### src/rtl/shared_mem_copy_master_if.sv
// shared_mem_copy_master_if: control handshake and Avalon-MM master bus of
// the block copy engine. The master modport is the engine's view, the slave
// modport is the view of the controller/interconnect around it.
// Optional: COPY_CHECKSUM_EN adds the checksum output.
interface shared_mem_copy_master_if;
  logic        start;
  logic [15:0] src_addr;
  logic [15:0] dst_addr;
  logic [15:0] length;
  logic        busy;
  logic        done;
  logic        error;
  logic [17:0] avm_address;
  logic        avm_read;
  logic        avm_write;
  logic [3:0]  avm_byteenable;
  logic [31:0] avm_writedata;
  logic        avm_waitrequest;
  logic [31:0] avm_readdata;
  logic        avm_readdatavalid;
`ifdef COPY_CHECKSUM_EN
  logic [31:0] checksum;
`endif

  modport master (
    input  start, src_addr, dst_addr, length,
    input  avm_waitrequest, avm_readdata, avm_readdatavalid,
    output busy, done, error,
    output avm_address, avm_read, avm_write, avm_byteenable, avm_writedata
`ifdef COPY_CHECKSUM_EN
    , output checksum
`endif
  );

  modport slave (
    output start, src_addr, dst_addr, length,
    output avm_waitrequest, avm_readdata, avm_readdatavalid,
    input  busy, done, error,
    input  avm_address, avm_read, avm_write, avm_byteenable, avm_writedata
`ifdef COPY_CHECKSUM_EN
    , input checksum
`endif
  );
endinterface

### src/rtl/shared_mem_copy_master.sv
// shared_mem_copy_master: Avalon-MM master copying a block of 32-bit words
// between two regions of the shared memory. Reads are pipelined into a small
// FIFO; outstanding reads plus buffered words never exceed FIFO_DEPTH.
// Optional: COPY_CHECKSUM_EN adds a running modulo-2^32 sum of written words.
module shared_mem_copy_master #(
  parameter int MEM_WORDS  = 49152,
  parameter int FIFO_DEPTH = 8
) (
  input logic                      clk,
  input logic                      reset_n,
  shared_mem_copy_master_if.master bus
);
  localparam int unsigned AW = $clog2(FIFO_DEPTH);
  localparam int unsigned CW = AW + 1;
  localparam int unsigned SW = AW + 2;
  localparam logic [SW-1:0] DEPTH_C = SW'(FIFO_DEPTH);
  localparam logic [16:0]   MEM_C   = 17'(MEM_WORDS);

  localparam logic [1:0] S_IDLE   = 2'd0;
  localparam logic [1:0] S_CHECK  = 2'd1;
  localparam logic [1:0] S_RUN    = 2'd2;
  localparam logic [1:0] S_FINISH = 2'd3;

  logic [1:0]    state_q, state_d;
  logic [15:0]   src_q, src_d, dst_q, dst_d, len_q, len_d;
  logic [15:0]   rd_left_q, rd_left_d, wr_left_q, wr_left_d;
  logic [CW-1:0] pending_q, pending_d, fifo_cnt_q, fifo_cnt_d;
  logic [AW-1:0] wptr_q, wptr_d, rptr_q, rptr_d;
  logic          read_q, read_d, write_q, write_d, error_q, error_d;
  logic [17:0]   addr_q, addr_d;
  logic [31:0]   fifo_q [FIFO_DEPTH];
  logic          fifo_we, acc_rd, acc_wr, rdv;
  logic [16:0]   sum_src, sum_dst;
`ifdef COPY_CHECKSUM_EN
  logic [31:0]   checksum_q, checksum_d;
  assign bus.checksum = checksum_q;
`endif

  assign acc_rd  = read_q  & ~bus.avm_waitrequest;
  assign acc_wr  = write_q & ~bus.avm_waitrequest;
  assign rdv     = bus.avm_readdatavalid & (state_q == S_RUN);
  assign sum_src = {1'b0, src_q} + {1'b0, len_q};
  assign sum_dst = {1'b0, dst_q} + {1'b0, len_q};

  assign bus.busy           = (state_q == S_CHECK) || (state_q == S_RUN);
  assign bus.done           = (state_q == S_FINISH);
  assign bus.error          = error_q;
  assign bus.avm_read       = read_q;
  assign bus.avm_write      = write_q;
  assign bus.avm_address    = addr_q;
  assign bus.avm_byteenable = 4'hF;
  assign bus.avm_writedata  = fifo_q[rptr_q];

  // Next-state logic: request checking, counter bookkeeping, command choice
  always_comb begin
    state_d    = state_q;
    src_d      = src_q;
    dst_d      = dst_q;
    len_d      = len_q;
    rd_left_d  = rd_left_q;
    wr_left_d  = wr_left_q;
    pending_d  = pending_q;
    fifo_cnt_d = fifo_cnt_q;
    wptr_d     = wptr_q;
    rptr_d     = rptr_q;
    read_d     = read_q;
    write_d    = write_q;
    addr_d     = addr_q;
    error_d    = error_q;
    fifo_we    = 1'b0;
`ifdef COPY_CHECKSUM_EN
    checksum_d = checksum_q;
`endif
    case (state_q)
      S_IDLE: begin
        if (bus.start) begin
          src_d   = bus.src_addr;
          dst_d   = bus.dst_addr;
          len_d   = bus.length;
          error_d = 1'b0;
`ifdef COPY_CHECKSUM_EN
          checksum_d = '0;
`endif
          state_d = S_CHECK;
        end
      end
      S_CHECK: begin
        if (len_q == '0) begin
          state_d = S_FINISH;
        end else if (sum_src > MEM_C || sum_dst > MEM_C ||
                     (dst_q > src_q && {1'b0, dst_q} < sum_src)) begin
          error_d = 1'b1;
          state_d = S_FINISH;
        end else begin
          rd_left_d = len_q;
          wr_left_d = len_q;
          read_d    = 1'b1;
          addr_d    = {src_q, 2'b00};
          state_d   = S_RUN;
        end
      end
      S_RUN: begin
        if (acc_rd) begin
          src_d     = src_q + 16'd1;
          rd_left_d = rd_left_q - 16'd1;
        end
        if (acc_wr) begin
          dst_d     = dst_q + 16'd1;
          wr_left_d = wr_left_q - 16'd1;
          rptr_d    = rptr_q + AW'(1);
`ifdef COPY_CHECKSUM_EN
          checksum_d = checksum_q + bus.avm_writedata;
`endif
        end
        if (rdv) begin
          fifo_we = 1'b1;
          wptr_d  = wptr_q + AW'(1);
        end
        pending_d  = pending_q + CW'(acc_rd) - CW'(rdv);
        fifo_cnt_d = fifo_cnt_q + CW'(rdv) - CW'(acc_wr);
        // The next command is chosen from the post-update counters so an
        // accepted command can be followed back-to-back by the next one.
        if (acc_rd || acc_wr || (!read_q && !write_q)) begin
          read_d  = 1'b0;
          write_d = 1'b0;
          if (fifo_cnt_d != '0) begin
            write_d = 1'b1;
            addr_d  = {dst_d, 2'b00};
          end else if (rd_left_d != '0 &&
                       ({1'b0, pending_d} + {1'b0, fifo_cnt_d}) < DEPTH_C) begin
            read_d = 1'b1;
            addr_d = {src_d, 2'b00};
          end
        end
        if (wr_left_d == '0) begin
          read_d  = 1'b0;
          write_d = 1'b0;
          state_d = S_FINISH;
        end
      end
      default: state_d = S_IDLE;
    endcase
  end

  // Control and counter registers
  always_ff @(posedge clk or negedge reset_n) begin
    if (!reset_n) begin
      state_q    <= S_IDLE;
      src_q      <= '0;
      dst_q      <= '0;
      len_q      <= '0;
      rd_left_q  <= '0;
      wr_left_q  <= '0;
      pending_q  <= '0;
      fifo_cnt_q <= '0;
      wptr_q     <= '0;
      rptr_q     <= '0;
      read_q     <= 1'b0;
      write_q    <= 1'b0;
      addr_q     <= '0;
      error_q    <= 1'b0;
`ifdef COPY_CHECKSUM_EN
      checksum_q <= '0;
`endif
    end else begin
      state_q    <= state_d;
      src_q      <= src_d;
      dst_q      <= dst_d;
      len_q      <= len_d;
      rd_left_q  <= rd_left_d;
      wr_left_q  <= wr_left_d;
      pending_q  <= pending_d;
      fifo_cnt_q <= fifo_cnt_d;
      wptr_q     <= wptr_d;
      rptr_q     <= rptr_d;
      read_q     <= read_d;
      write_q    <= write_d;
      addr_q     <= addr_d;
      error_q    <= error_d;
`ifdef COPY_CHECKSUM_EN
      checksum_q <= checksum_d;
`endif
    end
  end

  // Read-data FIFO storage; cleared on reset so writedata idles at zero
  always_ff @(posedge clk or negedge reset_n) begin
    if (!reset_n) begin
      for (int unsigned i = 0; i < FIFO_DEPTH; i++) fifo_q[i] <= '0;
    end else if (fifo_we) begin
      fifo_q[wptr_q] <= bus.avm_readdata;
    end
  end
endmodule

### src/flat_wrapper.sv
// flat-port wrapper written by rule: the top's interface ports become plain ports
module shared_mem_copy_master_flat 
#(
  parameter int MEM_WORDS  = 49152,
  parameter int FIFO_DEPTH = 8
)
  (clk, reset_n, bus_start, bus_src_addr, bus_dst_addr, bus_length, bus_avm_waitrequest, bus_avm_readdata, bus_avm_readdatavalid, bus_busy, bus_done, bus_error, bus_avm_address, bus_avm_read, bus_avm_write, bus_avm_byteenable, bus_avm_writedata);
  shared_mem_copy_master_if bus_i ();
  input logic clk;
  input logic reset_n;
  input wire logic [$bits(bus_i.start)-1:0] bus_start;
  input wire logic [$bits(bus_i.src_addr)-1:0] bus_src_addr;
  input wire logic [$bits(bus_i.dst_addr)-1:0] bus_dst_addr;
  input wire logic [$bits(bus_i.length)-1:0] bus_length;
  input wire logic [$bits(bus_i.avm_waitrequest)-1:0] bus_avm_waitrequest;
  input wire logic [$bits(bus_i.avm_readdata)-1:0] bus_avm_readdata;
  input wire logic [$bits(bus_i.avm_readdatavalid)-1:0] bus_avm_readdatavalid;
  output wire logic [$bits(bus_i.busy)-1:0] bus_busy;
  output wire logic [$bits(bus_i.done)-1:0] bus_done;
  output wire logic [$bits(bus_i.error)-1:0] bus_error;
  output wire logic [$bits(bus_i.avm_address)-1:0] bus_avm_address;
  output wire logic [$bits(bus_i.avm_read)-1:0] bus_avm_read;
  output wire logic [$bits(bus_i.avm_write)-1:0] bus_avm_write;
  output wire logic [$bits(bus_i.avm_byteenable)-1:0] bus_avm_byteenable;
  output wire logic [$bits(bus_i.avm_writedata)-1:0] bus_avm_writedata;
  assign bus_i.start = bus_start;
  assign bus_i.src_addr = bus_src_addr;
  assign bus_i.dst_addr = bus_dst_addr;
  assign bus_i.length = bus_length;
  assign bus_i.avm_waitrequest = bus_avm_waitrequest;
  assign bus_i.avm_readdata = bus_avm_readdata;
  assign bus_i.avm_readdatavalid = bus_avm_readdatavalid;
  assign bus_busy = bus_i.busy;
  assign bus_done = bus_i.done;
  assign bus_error = bus_i.error;
  assign bus_avm_address = bus_i.avm_address;
  assign bus_avm_read = bus_i.avm_read;
  assign bus_avm_write = bus_i.avm_write;
  assign bus_avm_byteenable = bus_i.avm_byteenable;
  assign bus_avm_writedata = bus_i.avm_writedata;
  shared_mem_copy_master #(.MEM_WORDS(MEM_WORDS), .FIFO_DEPTH(FIFO_DEPTH)) u_core (.clk(clk), .reset_n(reset_n), .bus(bus_i));
endmodule
### config.mk
export PLATFORM = sky130hd
export DESIGN_NAME = shared_mem_copy_master_flat
export DESIGN_NICKNAME = d
export VERILOG_FILES = /design/src/rtl/shared_mem_copy_master_if.sv /design/src/rtl/shared_mem_copy_master.sv /design/src/flat_wrapper.sv
export SDC_FILE = /design/constraint.sdc
export NUM_CORES = 1
export LEC_CHECK = 0
export ABC_AREA = 0
export CAP_MARGIN = 30
export CORE_MARGIN = 3
export CORE_UTILIZATION = 54
export CTS_CLUSTER_SIZE = 20
export DETAILED_ROUTE_END_ITERATION = 16
export PLACE_DENSITY = 0.77
export SLEW_MARGIN = 10
export SYNTH_ARGS = -nofsm -noshare
export SYNTH_HDL_FRONTEND = slang
export SYNTH_SLANG_ARGS = --single-unit
### constraint.sdc
create_clock -name clk -period 4.69 [get_ports clk]
set_clock_uncertainty 0.1 [all_clocks]
set_input_delay 0.469 -clock clk [delete_from_list [all_inputs] [get_ports clk]]
set_output_delay 0.469 -clock clk [all_outputs]
set_load 0.02 [all_outputs]
# Word-level counts from Yosys, hierarchy flattened
# Index checks and enable logic that the tools add are counted.
dict set report totals {
  ff_bits 373
  latchBits 0
  ramBits 0
  rom_bits 0
  output_inout_bits 59
  wordCells 137
  memories 0
}
dict set report classes {
  add_sub_neg 13
  n_mul 0
  div_mod_pow 0
  n_lt_le_gt_ge 8
  eq_ne 11
  shift 0
  muxes 47
  n_bitwise 6
  n_reduce_logical 30
}
# operator count
set op_table {}
lappend op_table {{bitwise mux 256 bit} 1}
lappend op_table {{two-way mux 16 bit} 10}
lappend op_table {{one-hot mux 16 bit (2 select lines)} 4}
lappend op_table {{binary-select mux 32 bit (select 3 bit)} 1}
lappend op_table {{demux 32 bit (select 3 bit)} 1}
lappend op_table {{two-way mux 32 bit} 3}
lappend op_table {{two-way mux 18 bit} 5}
lappend op_table {{one-hot mux 18 bit (2 select lines)} 1}
lappend op_table {{adder 16 x 16 -> 17 bit} 2}
lappend op_table {{> comparator 17 x 16 -> 1 bit, second input constant} 2}
lappend op_table {{adder 16 x 1 -> 16 bit, second input constant} 2}
lappend op_table {{zero test 16 bit} 2}
lappend op_table {{subtractor 16 x 1 -> 16 bit, second input constant} 2}
lappend op_table {{< comparator 16 x 17 -> 1 bit} 1}
lappend op_table {{> comparator 16 bit} 1}
lappend op_table {{nonzero test 16 bit} 1}
lappend op_table {{two-way mux 1 bit} 15}
lappend op_table {{inequality test 2 bit, second input constant} 6}
lappend op_table {{AND reduction 2 bit} 6}
lappend op_table {{adder 4 x 1 -> 4 bit} 2}
lappend op_table {{greater-or-equal comparator 4 bit, second input constant} 2}
lappend op_table {{NOT 3 -> 4 bit} 2}
lappend op_table {{AND reduction 4 bit} 2}
lappend op_table {{nonzero test 2 bit} 4}
lappend op_table {{20 further kinds} 37}

# Longest topological paths before layout
dict set report depth {
  depth_word 12
  mapped_depth 21
}

# Worst setup path before layout
# OpenSTA, ideal clock, no wires.
dict set report synth_timing {
  path_kind {reg-to-reg}
  start {register u_core.src_q[0]}
  end {register u_core.addr_q[10], in the netlist u_core.bus.avm_address[10]}
  setup_ps 125
  arrival_time_ps 4211
  setup_slack_ps 254
  path_stages_with_launch 21
  path_buffers 2
  cell_sequence {dfrtp_1 ha_1 fa_1 a21o_1 a311o_1 o2111ai_1 and2_1 nor3_1 a311oi_1 ha_1 a21oi_1 o21ai_0 a2111o_1 nand2_1 a31oi_1 o2111a_1 a22o_1 buf_4 a21boi_4 buf_8 mux2_4}
}
dict set report synth_via {
  elab_chain_len 6
  word_cells_on_any_way 15
  cone_classes {2 x add/sub; 3 x order compare; 1 x eq/ne; 5 x mux; 4 x reduce/logical}
}
# element line
set synth_rtl {}
lappend synth_rtl {{start: declaration} shared_mem_copy_master.sv:25} ;# logic [15:0] src_q, src_d, dst_q, dst_d, len_q, len_d;
lappend synth_rtl {{start signal: assignment} shared_mem_copy_master.sv:167} ;# src_q <= src_d;
lappend synth_rtl {{adder 16 x 16 -> 17 bit or adder 16 x 1 -> 16 bit (tied branches)} {shared_mem_copy_master.sv:42, shared_mem_copy_master.sv:104}}
lappend synth_rtl {{> comparator 17 x 16 -> 1 bit (tied with other cells)} shared_mem_copy_master.sv:90} ;# end else if (sum_src > MEM_C || sum_dst > MEM_C ||
lappend synth_rtl {{logical OR 1 bit (tied with other cells)} shared_mem_copy_master.sv:90}
lappend synth_rtl {{logical OR 1 bit or two-way mux 18 bit (tied branches)} {shared_mem_copy_master.sv:90, shared_mem_copy_master.sv:126}}
lappend synth_rtl {{inequality test 2 bit (no line) or two-way mux 18 bit (tied branches)} n/a}
lappend synth_rtl {{AND reduction 5 bit (no line) or one-hot mux 18 bit (2 select lines) (tied branches)} n/a}
lappend synth_rtl {{end signal: assignment} shared_mem_copy_master.sv:178} ;# addr_q <= addr_d;
lappend synth_rtl {{end: declaration} shared_mem_copy_master.sv:30} ;# logic [17:0] addr_q, addr_d;
# Several ways; a longest one is shown, not always the timed one. The select of a mux whose other input is x is not followed.
# A chain may end at the register's enable or synchronous reset.

# Final worst setup path
dict set report layout_timing {
  start {register u_core.src_q[0]}
  end {register u_core.wr_left_q[6]}
}
dict set report layout_via {
  elab_chain_len 6
  word_cells_on_any_way 9
  cone_classes {1 x add/sub; 3 x order compare; 1 x eq/ne; 4 x reduce/logical}
}
# element line
set layout_rtl {}
lappend layout_rtl {{adder 16 x 16 -> 17 bit} shared_mem_copy_master.sv:42} ;# assign sum_src = {1'b0, src_q} + {1'b0, len_q};
lappend layout_rtl {{> comparator 17 x 16 -> 1 bit or < comparator 16 x 17 -> 1 bit (tied branches)} {shared_mem_copy_master.sv:90, shared_mem_copy_master.sv:91}}
lappend layout_rtl {{logical OR 1 bit or logical AND 1 bit (tied branches)} {shared_mem_copy_master.sv:90, shared_mem_copy_master.sv:91}}
lappend layout_rtl {{logical OR 1 bit (*)} shared_mem_copy_master.sv:90}
lappend layout_rtl {{inequality test 2 bit (no line) (*)} n/a}
lappend layout_rtl {{AND reduction 3 bit (no line) (*)} n/a}
lappend layout_rtl {{end signal: assignment} shared_mem_copy_master.sv:171} ;# wr_left_q <= wr_left_d;
lappend layout_rtl {{end: declaration} shared_mem_copy_master.sv:26} ;# logic [15:0] rd_left_q, rd_left_d, wr_left_q, wr_left_d;
# Mark *: on every way between the ends. The rest lies on a longest branch, timed or not.

==> results.py <==
metrics = {
    "synth": {
        "synth_most_common_cell": "dfrtp_1",
        "yosysSeqAreaShare_pct": 44.5,
        "yosys_warnings": 0,
        "netlist_area_mm2": 0.0209,
        "synth_edf_count": 0,
        "synthTopCellsByCount": "dfrtp_1, mux2_2, nand3_1",
        "synth.top_cell.area_share_pct": 44.5,
        "synthCells": 1788,
        "synth.avg_cell_area_um2": 11.7,
        "yosysTopAreaCell": "dfrtp_1",
        "ys_top_cells_by_area": "dfrtp_1, mux2_2, mux4_2, ha_1, nand3_1",
        "synth_cell_types": 72,
        "synth_ff_type": "dfrtp_1",
        "async_flop_share_pct": 100,
        "synth-seq-cells": 371,
    },
    "global_route": {
        "first_global_vias": 15800,
        "overflow": 0,
        "globalRouteTotalUtil_pct": 26.4,
        "antenna_found_initial": 1,
        "grt_first_pass_wirelength_mm": 87.0,
        "grt_start_max_net_pins": 107,
    },
    "power": {
        "internal_power_mw": 13.2,
        "power.density_mw_per_mm2": 902,
        "switchingPower_mw": 9.10,
        "total_power_mw": 22.3,
        "clockPowerShare_pct": 15.2,
        "vdd_ir_drop_max_mv": 0.518,
        "power_frac_comb_pct": 56.9,
        "power.share.switching_pct": 40.9,
        "p_seq_share_pct": 27.8,
        "p_leak_nw": 10.9,
    },
    "routing": {
        "wl_mm": 54.6,
        "vias_per_cell": 6.19,
        "dr_wl_met2_mm": 25.9,
        "highest_layer": "met5",
        "ant_nets": 0,
        "wl_met1_mm": 23.4,
        "drc": 0,
        "drt_pass1_iterations": 5,
        "vias": 15400,
        "wl_met3_mm": 3.60,
        "wl_per_cell_um": 22.0,
        "drt_iter0_drc": 1100,
    },
    "critical_path": {
        "worstPathCellList": "ha_2, fa_2, a21o_1, a311o_1, o2111ai_2, and2_4, nor3_1, a311oi_2, ha_1, a21oi_1, o21ai_1, a2111o_1, nand2_1, a31oi_2, o2111a_1, a22o_2, buf_6, mux2_2, a211o_1",
        "cp_max_fo": 12,
        "reg2regPathDepth": 19,
        "end_kind": "register",
        "start_kind": "register",
        "crit_type": "register to register",
        "crit_slowest_cell": "dfrtp_1",
        "max_stage_delay_ns": 0.40,
        "worstPathArrival_ns": 4.80,
        "required_ns": 5.04,
    },
    "floorplan": {
        "core_area_mm2": 0.0378,
        "initial_core_util_pct": 55.1,
        "ios": 144,
        "die_h_um": 203,
        "die_w_um": 203,
        "rows": 71,
        "dieArea_mm2": 0.0410,
    },
    "layout": {
        "fin_util_pct": 65.2,
        "stdcell_count": 2483,
        "nets": 2115,
        "multi_input_area_mm2": 0.0111,
        "n_antenna_cell": 0,
        "seqCellArea_mm2": 0.00929,
        "area_growth_pct": 18.3,
        "drive_above_1_share_pct": 28.8,
        "nFillCells": 2808,
    },
    "place": {
        "portBuffers": 137,
        "gp_congestion": 0.913,
        "placed_cells": 2406,
        "dp_hpwl_mm": 36.9,
    },
    "clock_network": {
        "cts_buffers": 41,
        "root_buffer": "clkbuf_16",
        "clockBufferDepth": 3,
        "clk_pin_slew_worst_paths_ns": 0.06,
        "cts_max_level": 2,
        "clk-insertion-delay-late_ns": 0.56,
        "cts_tree": "yes",
        "clock-sinks": 371,
    },
    "sta": {
        "tightestPinTransition_ns": 0.982,
        "post-route-min-period_ns": 4.45,
        "hold_violations": 0,
        "grt_setup_unrepaired": "false",
        "setup_viol": 0,
        "holdWs_ns": 0.369,
        "slew_headroom_pct": 34.5,
        "fmax_mhz": 225,
        "drv_slew": 0,
        "period_share_pct": 94.8,
        "setup_tns_ns": 0,
    },
    "status": {
        "status": "finished, final reports clean",
    },
    "job": {
        "maxCapViolCount": 0,
    },
    "hold_path": {
        "worstHoldPathType": "input pin to asynchronous set/reset pin",
    },
}
-- area by class of cell --
type | count | area share, %
multi-input cells | 1263 | 44.8
flip-flops and latches | 371 | 37.6
repair buffers | 212 | 8.40
clock buffers | 55 | 4.78
well taps | 511 | 2.59
clock inverters | 18 | 1.01
inverters | 53 | 0.806
-- worst max-delay path: cells and delay by family (launching register included) --
family,cells,cell delay [ns]
AOI/OAI and AO/OA,11,2.24
muxes,1,0.27
and+or+nand+nor,3,0.31
buffers and inverters,1,0.17
DFF,1,0.40
adders and majority gates,3,0.85
-- placed cells by master, fill, tap and decap left out, types with 5 or more instances in the layout --
cell type	instances
a211o_1	5
a211oi_1	7
a21o_1	20
a21oi_1	78
a22oi_1	11
a31oi_1	11
and2_1	8
and3_1	28
buf_12	7
buf_4	63
bufinv_16	5
clkbuf_1	5
clkbuf_16	43
clkbuf_8	8
clkdlybuf4s50_1	136
clkinv_2	9
conb_1	6
dfrtp_1	368
ha_1	82
inv_1	52
mux2_2	318
mux2_4	9
mux2i_1	31
mux4_2	65
nand2_1	85
nand2b_1	10
nand3_1	110
nand4_1	7
nor2_1	42
nor2b_1	10
nor3_1	47
nor4_1	12
o211ai_1	10
o21ai_0	83
o22ai_1	29
o31ai_1	5
or3_1	11
xnor2_1	21
xor2_1	22
-- stage by stage --
step,area (um2),setup slack [ns]
global route,24700,0.00838
finish,24700,0.242
detailed placement,23200,-0.140
global placement,23100,-0.0691
CTS,24600,0.0160
floorplan,20900,0.254
-- power by group through the flow --
| stage | clock network [mW] | logic (mW) | registers [mW] |
|---|---|---|---|
| after floorplan | 0 | 8.88 | 5.73 |
| after global placement | 0 | 11.8 | 6.08 |
| after detailed placement | 0 | 12.3 | 6.18 |
| after CTS | 3.45 | 12.5 | 6.16 |
| after global routing | 3.56 | 13.9 | 6.38 |
| final | 3.39 | 12.7 | 6.20 |
-- registers in the layout, indices dropped and copies added, names as in the netlist --
name,flops
u_core.fifo_q,256
u_core.len_q,16
u_core.rd_left_q,16
u_core.fifo_cnt_q,4
u_core.wptr_q,3
u_core.wr_left_q,16
u_core.src_q,16
u_core.rptr_q,3
u_core.dst_q,16
u_core.bus.avm_write,1
u_core.bus.error,1
u_core.bus.avm_address,16
u_core.bus.avm_read,1
u_core.state_q,2
u_core.pending_q,4
-- repair_timing --
item | 4_1_cts | 5_1_grt
hold endpoints to repair | 85 | 0
setup buffers | 2 | 0
endpoints found under the setup margin | 15 | 49
resized for setup | 0 | 10
pin swaps | 0 | 3
hold buffers | 1 | 0
gates cloned | 0 | 1
-- worst paths after layout --
check                                       start                  end  slack [ns]
max in group asynchronous                 reset_n    u_core.fifo_q[78]        3.06
min in group clk                u_core.fifo_q[62]    u_core.fifo_q[62]        0.40
worst min-delay path                      reset_n     u_core.len_q[11]        0.37
worst max register to register    u_core.src_q[0]  u_core.wr_left_q[6]        0.24
worst max-delay path              u_core.src_q[0]  u_core.wr_left_q[6]        0.24
worst min register to register  u_core.fifo_q[62]    u_core.fifo_q[62]        0.40
-- per-layer routing --
layer	track usage (%)	vias to the layer above
li1	-	6991
met1	36.0	7785
met2	43.0	468
met3	5.47	112
met4	8.54	2
met5	0	-
-- cells by family (layout without fill, tap and decap cells) --
| logic type | count (synthesis) | in the layout | synth area share [%] |
|---|---|---|---|
| multiplexers | 424 | 424 | 26.4 |
| other | 2 | 6 | 0.0360 |
| buffers and inverters | 158 | 338 | 3.06 |
| AND/OR/NAND/NOR | 399 | 399 | 9.74 |
| flip-flops | 371 | 371 | 44.5 |
| XOR/XNOR | 43 | 43 | 1.81 |
| AO/OA/AOI/OAI | 303 | 303 | 9.07 |
| adder cells (fa/ha/maj) | 88 | 88 | 5.42 |
No activity file was read; power rests on OpenSTA's default activity.
